File: config.mk
export PLATFORM = sky130hd
export DESIGN_NAME = kb_event_sched_flat
export DESIGN_NICKNAME = d
export VERILOG_FILES = /design/src/rtl/kb_event_sched_if.sv /design/src/rtl/kb_event_sched.sv /design/src/flat_wrapper.sv
export SDC_FILE = /design/constraint.sdc
export NUM_CORES = 1
export LEC_CHECK = 0
export BUFFER_PORTS_ARGS = -buffer_cell sky130_fd_sc_hd__buf_2
export CAP_MARGIN = 20
export CORE_MARGIN = 1.5
export CORE_UTILIZATION = 61
export DETAILED_ROUTE_END_ITERATION = 6
export PLACE_DENSITY_LB_ADDON = 0.08
export SLEW_MARGIN = 15
export SYNTH_ARGS = -nofsm -noshare
export SYNTH_HDL_FRONTEND = slang
export SYNTH_SLANG_ARGS = --single-unit
export TNS_END_PERCENT = 5
File: constraint.sdc
create_clock -name CLOCK_50 -period 4.8 [get_ports CLOCK_50]
set_clock_uncertainty 0.2 [all_clocks]
set_input_delay 0.72 -clock CLOCK_50 [delete_from_list [all_inputs] [get_ports CLOCK_50]]
set_output_delay 0.72 -clock CLOCK_50 [all_outputs]
set_load 0.005 [all_outputs]
File: src/rtl/kb_event_sched_if.sv
`default_nettype none
// ============================================================================
// Module      : kb_event_sched_if
// Description : CPU-side bus of the keyboard event scheduler: pop strobe,
//               control bits, head entry, FIFO status and interrupt.
// Revision    : 1.0 - initial release
// ============================================================================
interface kb_event_sched_if #(
    parameter int DEPTH_LOG2 = 4
) ();
    logic                  rd_en;
    logic                  irq_en;
    logic                  clr_ovf;
    logic [15:0]           rd_data;
    logic                  empty;
    logic [DEPTH_LOG2:0]   count;
    logic                  overflow;
    logic                  irq;

    modport master (
        output rd_en, irq_en, clr_ovf,
        input  rd_data, empty, count, overflow, irq
    );

    modport slave (
        input  rd_en, irq_en, clr_ovf,
        output rd_data, empty, count, overflow, irq
    );
endinterface
`default_nettype wire

File: src/rtl/kb_event_sched.sv
`default_nettype none
// ============================================================================
// Module      : kb_event_sched
// Description : Turns level-type keyboard state into press/auto-repeat events
//               queued in a show-ahead FIFO popped by the CPU; raises a level
//               interrupt while events are pending. Auto-repeat is built only
//               when KB_SCHED_REPEAT_EN is defined.
// Revision    : 1.0 - initial release
// ============================================================================
module kb_event_sched #(
    parameter int DELAY      = 25000000,
    parameter int PERIOD     = 5000000,
    parameter int DEPTH_LOG2 = 4
) (
    input  wire logic        CLOCK_50,
    input  wire logic        rst,
    input  wire logic [7:0]  ascii,
    input  wire logic [4:0]  mods,
    kb_event_sched_if.slave  bus
);

    localparam logic [1:0] c_ST_IDLE  = 2'd0;
    localparam logic [1:0] c_ST_DELAY = 2'd1;

    localparam int                  c_DEPTH = 1 << DEPTH_LOG2;
    localparam logic [DEPTH_LOG2:0] c_FULL  = {1'b1, {DEPTH_LOG2{1'b0}}};

    logic [1:0]  r_state;
    logic [1:0]  w_state_nxt;
    logic [7:0]  r_key;
    logic [7:0]  w_key_nxt;
    logic        w_push;
    logic        w_rep;

`ifdef KB_SCHED_REPEAT_EN
    localparam logic [1:0] c_ST_REPEAT = 2'd2;
    localparam int c_TMAX = (DELAY > PERIOD) ? DELAY : PERIOD;
    localparam int c_TW   = $clog2(c_TMAX + 1);
    localparam logic [c_TW-1:0] c_DELAY_END  = c_TW'(DELAY - 1);
    localparam logic [c_TW-1:0] c_PERIOD_END = c_TW'(PERIOD - 1);

    logic [c_TW-1:0] r_timer;
    logic [c_TW-1:0] w_timer_nxt;
`else
    logic w_unused_params;
    assign w_unused_params = ^{DELAY, PERIOD};
`endif

    // Event decode: release beats everything, a new key beats the timers.
    always_comb begin
        w_push      = 1'b0;
        w_rep       = 1'b0;
        w_state_nxt = r_state;
        w_key_nxt   = r_key;
`ifdef KB_SCHED_REPEAT_EN
        w_timer_nxt = r_timer;
`endif
        if (ascii == 8'h00) begin
            w_state_nxt = c_ST_IDLE;
            w_key_nxt   = 8'h00;
`ifdef KB_SCHED_REPEAT_EN
            w_timer_nxt = '0;
`endif
        end else if (ascii != r_key) begin
            w_push      = 1'b1;
            w_key_nxt   = ascii;
            w_state_nxt = c_ST_DELAY;
`ifdef KB_SCHED_REPEAT_EN
            w_timer_nxt = '0;
`endif
        end else begin
`ifdef KB_SCHED_REPEAT_EN
            case (r_state)
                c_ST_DELAY: begin
                    if (r_timer == c_DELAY_END) begin
                        w_push      = 1'b1;
                        w_rep       = 1'b1;
                        w_state_nxt = c_ST_REPEAT;
                        w_timer_nxt = '0;
                    end else begin
                        w_timer_nxt = r_timer + c_TW'(1);
                    end
                end
                c_ST_REPEAT: begin
                    if (r_timer == c_PERIOD_END) begin
                        w_push      = 1'b1;
                        w_rep       = 1'b1;
                        w_timer_nxt = '0;
                    end else begin
                        w_timer_nxt = r_timer + c_TW'(1);
                    end
                end
                default: begin
                    w_timer_nxt = '0;
                end
            endcase
`endif
        end
    end

    always_ff @(posedge CLOCK_50) begin
        if (rst) begin
            r_state <= c_ST_IDLE;
            r_key   <= 8'h00;
`ifdef KB_SCHED_REPEAT_EN
            r_timer <= '0;
`endif
        end else begin
            r_state <= w_state_nxt;
            r_key   <= w_key_nxt;
`ifdef KB_SCHED_REPEAT_EN
            r_timer <= w_timer_nxt;
`endif
        end
    end

    // ------------------------------------------------------------------
    // Show-ahead FIFO; pointers carry one extra bit to tell full from empty.
    // ------------------------------------------------------------------
    logic [15:0]          r_mem [c_DEPTH];
    logic [DEPTH_LOG2:0]  r_wr_ptr;
    logic [DEPTH_LOG2:0]  r_rd_ptr;
    logic [DEPTH_LOG2:0]  w_count;
    logic                 w_empty;
    logic                 w_full;
    logic                 w_pop;
    logic                 w_wr;
    logic                 w_drop;
    logic [15:0]          w_entry;
    logic                 r_overflow;
    logic                 r_irq;

    assign w_count = r_wr_ptr - r_rd_ptr;
    assign w_empty = (w_count == '0);
    assign w_full  = (w_count == c_FULL);
    assign w_pop   = bus.rd_en & ~w_empty;
    // A pop in the same cycle frees the slot the push needs.
    assign w_wr    = w_push & (~w_full | w_pop);
    assign w_drop  = w_push & w_full & ~w_pop;
    assign w_entry = {2'b00, w_rep, mods, ascii};

    always_ff @(posedge CLOCK_50) begin
        if (w_wr && !rst) begin
            r_mem[r_wr_ptr[DEPTH_LOG2-1:0]] <= w_entry;
        end
    end

    always_ff @(posedge CLOCK_50) begin
        if (rst) begin
            r_wr_ptr   <= '0;
            r_rd_ptr   <= '0;
            r_overflow <= 1'b0;
            r_irq      <= 1'b0;
        end else begin
            if (w_wr) begin
                r_wr_ptr <= r_wr_ptr + 1'b1;
            end
            if (w_pop) begin
                r_rd_ptr <= r_rd_ptr + 1'b1;
            end
            if (w_drop) begin
                r_overflow <= 1'b1;
            end else if (bus.clr_ovf) begin
                r_overflow <= 1'b0;
            end
            r_irq <= bus.irq_en & ~w_empty;
        end
    end

    assign bus.rd_data  = w_empty ? 16'h0000 : r_mem[r_rd_ptr[DEPTH_LOG2-1:0]];
    assign bus.empty    = w_empty;
    assign bus.count    = w_count;
    assign bus.overflow = r_overflow;
    assign bus.irq      = r_irq;

endmodule
`default_nettype wire

File: src/flat_wrapper.sv
// flat-port wrapper written by rule: the top's interface ports become plain ports
module kb_event_sched_flat 
#(
    parameter int DELAY      = 25000000,
    parameter int PERIOD     = 5000000,
    parameter int DEPTH_LOG2 = 4
)
  (CLOCK_50, rst, ascii, mods, bus_rd_en, bus_irq_en, bus_clr_ovf, bus_rd_data, bus_empty, bus_count, bus_overflow, bus_irq);
  kb_event_sched_if #(.DEPTH_LOG2(DEPTH_LOG2)) bus_i ();
  input  wire logic CLOCK_50;
  input  wire logic rst;
  input  wire logic [7:0] ascii;
  input  wire logic [4:0] mods;
  input wire logic [$bits(bus_i.rd_en)-1:0] bus_rd_en;
  input wire logic [$bits(bus_i.irq_en)-1:0] bus_irq_en;
  input wire logic [$bits(bus_i.clr_ovf)-1:0] bus_clr_ovf;
  output wire logic [$bits(bus_i.rd_data)-1:0] bus_rd_data;
  output wire logic [$bits(bus_i.empty)-1:0] bus_empty;
  output wire logic [$bits(bus_i.count)-1:0] bus_count;
  output wire logic [$bits(bus_i.overflow)-1:0] bus_overflow;
  output wire logic [$bits(bus_i.irq)-1:0] bus_irq;
  assign bus_i.rd_en = bus_rd_en;
  assign bus_i.irq_en = bus_irq_en;
  assign bus_i.clr_ovf = bus_clr_ovf;
  assign bus_rd_data = bus_i.rd_data;
  assign bus_empty = bus_i.empty;
  assign bus_count = bus_i.count;
  assign bus_overflow = bus_i.overflow;
  assign bus_irq = bus_i.irq;
  kb_event_sched #(.DELAY(DELAY), .PERIOD(PERIOD), .DEPTH_LOG2(DEPTH_LOG2)) u_core (.CLOCK_50(CLOCK_50), .rst(rst), .ascii(ascii), .mods(mods), .bus(bus_i));
endmodule
### Yosys cells after proc, flatten, opt, wreduce, memory -nomap -nowiden

Memory sizes are Yosys's and may differ from the RTL's. A register that Yosys moved wholly into a read port is not among the register bits.
Cells that the tools add are included.

* memory bits (writable): 208
* word-level logic and storage cells: 35
* bits in registers: 20
* input bits: 18
* memories: 1
* output and inout port bits: 24

* add/sub/neg operators: 3
* reduce and logical (&&, ||, !) cells: 6
* bitwise operators: 9
* equal/unequal tests: 2
* multiplexer cells: 9

Memory list
* u_core.r_mem: depth 16, width 13, rd ports 1, clocked after memory_dff 1, write ports 1, RTL line kb_event_sched.sv:120 `logic [15:0] r_mem [c_DEPTH];`

Operators with widths (number)
* 16-bit 2-to-1 mux: 1
* 5-bit by 1-bit adder with 5-bit output, second input constant: 2
* 8-bit logical NOT: 1
* 4-bit 2-to-1 mux: 2
* 8-bit inequality test: 1
* 1-bit 2-to-1 mux: 6
* 1-bit bitwise AND: 5
* 5-bit == test, second input constant: 1
* 5-bit logical NOT: 1
* 5-bit subtractor: 1
* 1-bit NOT: 3
* 2-bit nonzero test: 1
* 2-bit OR reduction: 1
* 1-bit logical AND: 1
* 1-bit logical NOT: 1
* 1-bit bitwise OR: 1

### Logic depth before layout (Yosys ltp)

Gate-level depths: netlist of the first run.

* word-level depth: 9
* depth in mapped cells: 11
* depth with buffers taken out: 9

### Least setup slack after synthesis of the first run

OpenSTA, ideal clock, no wires.

* path kind: reg-to-reg
* start point: register u_core.r_wr_ptr[0]
* end point: memory u_core.r_mem[1][0] in the netlist's numbering (enable)
* setup time: 0.417 ns
* required time: 4.183 ns
* buffers on the path: 1
* data arrival time: 3.435 ns
* period minus slack after synthesis: 4.052 ns
* cell stages (with the launch flop): 11
* slack: 0.748 ns
* path through: dfxtp_1 -> inv_1 -> ha_1 -> inv_1 -> fa_1 -> and3_4 -> or3_4 -> and3b_4 -> a21o_1 -> buf_6 -> nor4_1

* word-level cells in the longest chain between the ends: 9
* elaborated cells between the ends (all ways): 11
* classes of those cells: add/sub: 1; eq/ne: 1; mux: 2; bitwise: 5; reduce/logical: 2

Ends and longest elaborated chain
* start: declaration: RTL line kb_event_sched.sv:121 `logic [DEPTH_LOG2:0] r_wr_ptr;`
* start signal: assignment: RTL line kb_event_sched.sv:156 `r_wr_ptr <= r_wr_ptr + 1'b1;`
* 5-bit subtractor: RTL line kb_event_sched.sv:133 `assign w_count = r_wr_ptr - r_rd_ptr;`
* 5-bit logical NOT: RTL line kb_event_sched.sv:134 `assign w_empty = (w_count == '0);`
* 1-bit NOT: RTL line kb_event_sched.sv:136 `assign w_pop = bus.rd_en & ~w_empty;`
* 1-bit bitwise AND: RTL line kb_event_sched.sv:136
* 1-bit bitwise OR: RTL line kb_event_sched.sv:138 `assign w_wr = w_push & (~w_full | w_pop);`
* 1-bit bitwise AND: RTL line kb_event_sched.sv:138
* 1-bit logical AND: RTL line kb_event_sched.sv:143 `if (w_wr && !rst) begin`
* 1-bit 2-to-1 mux: RTL line kb_event_sched.sv:143
* 1-bit 2-to-1 mux (implied by the code): RTL line kb_event_sched.sv:144 `r_mem[r_wr_ptr[DEPTH_LOG2-1:0]] <= w_entry;`
* end: declaration: RTL line kb_event_sched.sv:120

Several ways; a longest one is shown, not always the timed one.

### Worst setup path in the final report of the first run

* start point: register u_core.r_wr_ptr[0]
* end point: output bus_rd_data[11]

* word-level cells in the longest chain between the ends: 3

Ends and longest elaborated chain
* 5-bit subtractor: RTL line kb_event_sched.sv:133
* 5-bit logical NOT: RTL line kb_event_sched.sv:134
* 16-bit 2-to-1 mux: RTL line kb_event_sched.sv:170 `assign bus.rd_data = w_empty ? 16'h0000 : r_mem[r_rd_ptr[DEPTH_LOG2-1:0]];`
* end: declaration: RTL line flat_wrapper.sv:17 `output wire logic [$bits(bus_i.rd_data)-1:0] bus_rd_data;`

No other way between the ends.

==> results of run 1 <==
flip-flops by register name (all words and copies together) (netlist names), named ones only:
| register | cells |
|---|---|
| u_core.r_mem | 208 |
| u_core.r_key | 8 |
| u_core.r_rd_ptr | 5 |
| u_core.r_wr_ptr | 5 |
| u_core.bus.irq | 1 |
| u_core.bus.overflow | 1 |
cell families after synthesis:
logic type,Yosys count,share of synthesized area
flip-flops,232,0.719
buffers and inverters,35,0.0195
other,1,0.000401
adder cells (fa/ha/maj),10,0.0142
XOR/XNOR,11,0.0103
AO/OA/AOI/OAI,17,0.0111
AND/OR/NAND/NOR,85,0.0596
multiplexers,73,0.166
layout make-up:
| cell class | instances | area, um^2 |
|---|---|---|
| Clock inverter | 13 | 139 |
| Inverter | 9 | 33.8 |
| Multi-Input combinational cell | 199 | 2510 |
| Clock buffer | 27 | 591 |
| Fill cell | 941 | 4440 |
| Tap cell | 188 | 235 |
| Sequential cell | 232 | 6730 |
| Timing Repair Buffer | 63 | 410 |
worst paths after layout:
| kind | cells after the start | to | from |
|---|---|---|---|
| setup reg to reg | 10 | u_core.r_mem[3][6]$_DFFE_PP_ | u_core.r_wr_ptr[0]$_SDFFE_PP0P_ |
| hold / removal | 2 | u_core.bus.overflow$_SDFFE_PP0P_ | u_core.bus.overflow$_SDFFE_PP0P_ |
| hold reg to reg | 2 | u_core.bus.overflow$_SDFFE_PP0P_ | u_core.bus.overflow$_SDFFE_PP0P_ |
| setup / recovery | 10 | bus_rd_data[11] | u_core.r_wr_ptr[0]$_SDFFE_PP0P_ |
tightest hold or removal path: cells and delay by family (launching register included):
| kind | cells | cell delay (ns) |
|---|---|---|
| flops | 1 | 0.31 |
| compound gates | 1 | 0.06 |
| simple gates | 1 | 0.06 |
cell usage in the layout, fill, tap and decap left out, drive strengths merged, types with 2 or more instances in the layout:
cell type / synthesis / routed
nor3: 12 / 12
nor2: 6 / 6
inv: 9 / 10
mux2: 6 / 6
clkinv: 0 / 8
a21o: 2 / 2
ha: 9 / 9
nand3b: 2 / 2
or3: 4 / 4
nor3b: 2 / 2
o21ai: 5 / 5
a21oi: 5 / 5
nand3: 2 / 2
xnor2: 9 / 9
clkbuf: 10 / 27
nand2: 6 / 6
dfxtp: 24 / 24
mux4: 65 / 65
edfxtp: 208 / 208
a211oi: 3 / 3
bufinv: 0 / 3
conb: 1 / 3
nand4: 4 / 4
nor4: 6 / 6
mux2i: 2 / 2
nand2b: 11 / 11
nor2b: 26 / 26
xor2: 2 / 2
buf: 16 / 63
metrics by stage:
step | setup WS (ns) | power, mW | std cells | util
after floorplan | 0.748 | 3.39 | 466 | -
after global placement | 0.906 | 3.84 | 690 | 0.656
after detailed placement | 0.845 | 3.89 | 691 | 0.657
after CTS | 0.311 | 5.64 | 731 | 0.706
after global routing | 0.179 | 5.82 | 731 | 0.706
final | 0.339 | 5.58 | 731 | 0.706
per-layer routing:
| metal | GRT usage | up-vias | wire length [um] |
|---|---|---|---|
| met1 | 0.347 | 2394 | 7550 |
| met3 | 0.0295 | 30 | 1330 |
| met5 | 0 | - | 0 |
| met2 | 0.412 | 165 | 9410 |
| met4 | 0.0675 | 0 | 384 |
| li1 | - | 2001 | - |
power by group through the flow:
stage	clock [mW]	combinational (mW)	sequential (mW)
2_1_floorplan	0	0.999	2.39
3_3_place_gp	0	1.32	2.52
3_5_place_dp	0	1.38	2.51
4_1_cts	1.78	1.39	2.47
5_1_grt	1.85	1.48	2.49
6_report	1.75	1.37	2.46
==> results by group, run 1 <==
Die
  – I/O Pins: 42
  – Total Die Area: around 16000 um^2
  – Core outline area: 15100 um^2
  – Die H: about 130 um
  – Die width: 127 um
  – FP Rows: 45
  – Initial Util: 0.620

Clock tree
  – Clock root cell: clkbuf_16
  – CTS max path bufs: 3
  – CTS tree: built
  – CTS Sinks: 232
  – # hold bufs at CTS: 0
  – H-tree depth: 1
  – Worst skew pair latency: 0.50 ns
  – CTS clk-pin slew, worst paths: 0.06 ns
  – Setup bufs post-CTS: 0
  – Post_cts resized: 0
  – Total CTS buffers: 23

Synth
  – Sequential share of the synthesized area: 0.719
  – Cell taking the most area after synthesis: edfxtp_1
  – Synth unique cells: 42
  – Post-Syn Area: 9360 um^2
  – Yosys top cell area share: 0.667
  – Mean Syn Cell Area: 20.2 um^2
  – Yosys reg bits: 232
  – Synth top cells by count: edfxtp_1 (208), mux4_2 (65), nor2b_1 (26), dfxtp_1 (24), nand2b_1 (11)
  – Main synth FF type: edfxtp_1
  – Top-count cell post-synth: edfxtp_1
  – Syn Inst Count: approximately 460
  – EDFF count, synth: 208
  – Synth async-reset ratio: 0
  – Yosys warns: 0
  – Main area contributors after synthesis: edfxtp_1 (67%), mux4_2 (16%), dfxtp_1 (5.1%)

Routing
  – WL per Instance: 25.5 um
  – DR vias/cell: 6.28
  – DRC Markers: 0
  – Antenna-violating nets left: 0
  – Total wire length: around 19 mm
  – Via count: 4590
  – Initial DRC Count: between 400 and 500
  – Detailed Routing Iterations Pass 1: 4

Final layout
  – Final Cell Area: approximately 11000 um^2
  – # nets final: roughly 560
  – Ant. Diodes: 0
  – Layout cells sized above 1: 0.344
  – Area delta synth->final: 13.8%

Outcome
  – Outcome: finished, final reports clean

Run
  – Max_cap viols: 0

Power and ir drop
  – NetSw: about 1.5 mW
  – Switching Share: 0.267
  – Int Pwr: 4.09 mW
  – Leak: 3.45 nW
  – Power Dens Cells: between 500 and 600 nW/um^2
  – Seq pwr share: 0.441
  – Combinational Power Share: 0.245
  – Worst vdd ir: 0.365 mV
  – Clk pwr share: 0.314

Setup path
  – Flop-to-flop setup slack: between 1 and 1.5 ns
  – Startpoint types: flip-flop
  – Crit-path most repeated cell: inv_1
  – Crit end category: output pin
  – Crit path max fanout: 12
  – Delay-heaviest family, CP: compound AO/OA/AOI/OAI gates
  – Critical Path AT: 3.54 ns
  – Worst-path cell chain: inv_1, ha_1, inv_1, fa_1, and3_4, or3_4, a22oi_2, buf_4, nor2b_1, buf_2
  – WP buf/inv: 4
  – Worst path slowest cell: a22oi_2
  – Worst path max stage delay: a little under 0.9 ns
  – Worst Path Required: about 3.9 ns
  – CP Class: flip-flop to output pin

Global routing
  – Initial antenna violation count: 0
  – All-Layer GR Usage: 0.245
  – Largest net degree at the start of global routing: 41
  – Grt ovf: 0
  – First-pass GRT wire length: around 29 mm
  – Vias in the first global route: 4725

Placed design
  – DP HPWL: 10.9 mm
  – GPL Wtd Cong: 0.785
  – Port bufs: 38
  – Area post-placement: 9920 um^2

STA
  – Final setup viols: 0
  – Hold WS: 0.273 ns
  – Worst-margin pin slew: between 1 and 1.5 ns
  – Max-Slew Margin vs Limit: 0.276
  – Final Cycle Share: 0.929
  – FMAX: 0.224 GHz
  – Setup TNS: 0 ns
  – RSZ-0062 raised after global routing: false
  – Final hold violation count: 0
  – Max Slew Vio Count: 0
  – Crit path time final: 4.46 ns

Hold path
  – Hold WC Path Type: flip-flop to flip-flop
Note: power is estimated with default switching activity, not from simulation.
==> inputs of run 2 (changes only) <==
Settings changed: RECOVER_POWER set to 25.
==> run 2 against run 1 <==
Against the previous run:
- design area down 0.11%
- clock power about the same
- highest routed layer unchanged
- sequential power barely moved
- global-route usage is the same
- clock-buffer cell count is the same
- sequential share of layout area up 0.067 points
- via count hardly changed
- non-clock buffer count did not move
- cell count unchanged
- setup slack better by 0.0070 ns
- wire length rose by 0.44%
- die area unchanged
==> results by group, run 2 (synthesis results as in run 1) <==
Global routing
  – Vias in the first global route: 4725
  – First-pass GRT wire length: around 29 mm
  – Grt ovf: 0
  – Largest net degree at the start of global routing: 41
  – Initial antenna violation count: 0
  – All-Layer GR Usage: 0.245

Clock tree
  – H-tree depth: 1
  – Clock root cell: clkbuf_16
  – CTS tree: built
  – Post_cts resized: 0
  – CTS max path bufs: 3
  – Total CTS buffers: 23
  – # hold bufs at CTS: 0
  – CTS clk-pin slew, worst paths: 0.06 ns
  – CTS Sinks: roughly 230
  – Worst skew pair latency: 0.50 ns
  – Setup bufs post-CTS: 0

Power and ir drop
  – Pwr Total: roughly 5.6 mW
  – Power Dens Cells: ~520 nW/um^2
  – NetSw: about 1.5 mW
  – Switching Share: 0.266
  – Seq pwr share: 0.441
  – Worst vdd ir: 0.363 mV
  – Leak: 3.42 nW
  – Clk pwr share: 0.314
  – Int Pwr: roughly 4 mW
  – Combinational Power Share: 0.245

Die
  – Die width: 127 um
  – Initial Util: 0.620
  – Core outline area: 15100 um^2
  – Total Die Area: 16100 um^2
  – I/O Pins: 42
  – Die H: between 100 and 150 um
  – FP Rows: 45

Routing
  – Via count: roughly 4600
  – WL per Instance: around 26 um
  – Antenna-violating nets left: 0
  – Total wire length: about 19 mm
  – Initial DRC Count: 416
  – DRC Markers: 0
  – Detailed Routing Iterations Pass 1: 5
  – DR vias/cell: between 6 and 7

Setup path
  – Crit end category: output pin
  – Worst path slowest cell: a22oi_2
  – Startpoint types: flip-flop
  – Crit path max fanout: 12
  – Worst-path cell chain: inv_1, ha_1, inv_1, fa_1, and3_4, or3_4, a22oi_2, buf_4, nor2b_1, buf_2
  – Crit-path most repeated cell: inv_1
  – Critical Path AT: 3.53 ns
  – Worst Path Required: about 3.9 ns
  – CP Class: flip-flop to output pin
  – Worst path max stage delay: 0.89 ns

STA
  – Max Slew Vio Count: 0
  – Setup TNS: 0 ns
  – Crit path time final: 4.45 ns
  – Worst-margin pin slew: 1.08 ns
  – FMAX: 0.225 GHz
  – Max-Slew Margin vs Limit: 0.278
  – Hold WS: between 0.2 and 0.3 ns
  – Final hold violation count: 0
  – Post-route setup slack: 0.346 ns
  – RSZ-0062 raised after global routing: false
  – Final setup viols: 0
  – Final Cycle Share: 0.928

Hold path
  – Hold WC Path Type: flip-flop to flip-flop

Final layout
  – Post-Layout Cell Count: 731
  – Area delta synth->final: 13.7%
  – Final core occ: 0.705
  – Layout cells sized above 1: 0.328
  – # nets final: 556
  – Ant. Diodes: 0
  – Final Cell Area: 10600 um^2
  – Most frequent cells in the layout: edfxtp_1 (208), mux4_2 (65), buf_2 (29)
  – Flip-flop count of the largest register after layout: ~210
  – Commonest non-fill, non-tap cell in the layout: edfxtp_1

Placed design
  – Post-Place Setup Slack: 0.845 ns
  – DP Cell Count: 691
  – DP HPWL: 10.9 mm
  – GPL Wtd Cong: roughly 0.8
  – Port bufs: 38
  – Area post-placement: 9920 um^2

Run
  – Max_cap viols: 0

Outcome
  – Outcome: finished, final reports clean
[run 2: final timing paths]
check	from	to	slack [ns]	cells past startpoint
max	u_core.r_wr_ptr[0]$_SDFFE_PP0P_	bus_rd_data[11]	0.35	10
min	u_core.bus.overflow$_SDFFE_PP0P_	u_core.bus.overflow$_SDFFE_PP0P_	0.27	2
max reg2reg	u_core.r_wr_ptr[0]$_SDFFE_PP0P_	u_core.r_mem[3][6]$_DFFE_PP_	1.10	10
min reg2reg	u_core.bus.overflow$_SDFFE_PP0P_	u_core.bus.overflow$_SDFFE_PP0P_	0.27	2
[run 2: power by group through the flow]
stage,sequential (mW),combinational [mW],clock (mW)
6_report,2.46,1.37,1.75
5_1_grt,2.49,1.48,1.85
4_1_cts,2.47,1.39,1.78
3_5_place_dp,2.51,1.38,0
3_3_place_gp,2.52,1.32,0
2_1_floorplan,2.39,0.999,0
[run 2: worst max-delay path, delay by kind of cell, from the launching register on]
| kind | cells | cell delay (ns) |
|---|---|---|
| AOI/OAI and AO/OA | 1 | 0.89 |
| and+or+nand+nor | 3 | 0.63 |
| buffers and inverters | 4 | 0.59 |
| adders and majority gates | 2 | 0.57 |
| DFF | 1 | 0.35 |
[run 2: layer usage]
metal  share of wire  wire length, um  up-vias  track usage
met5               0                0        -            0
met2            0.50             9460      150        0.412
met3           0.048              900       31       0.0295
met4           0.020              382        0       0.0675
met1            0.43             8020     2407        0.347
li1                -                -     2001            -
[run 2: cell type report]
class / instances / area, um^2
well taps: 188 / 235
fillers: 946 / 4450
multi-input cells: 199 / 2510
inverters: 9 / 33.8
clock inverters: 13 / 139
repair buffers: 63 / 399
flip-flops and latches: 232 / 6730
clock buffers: 27 / 591
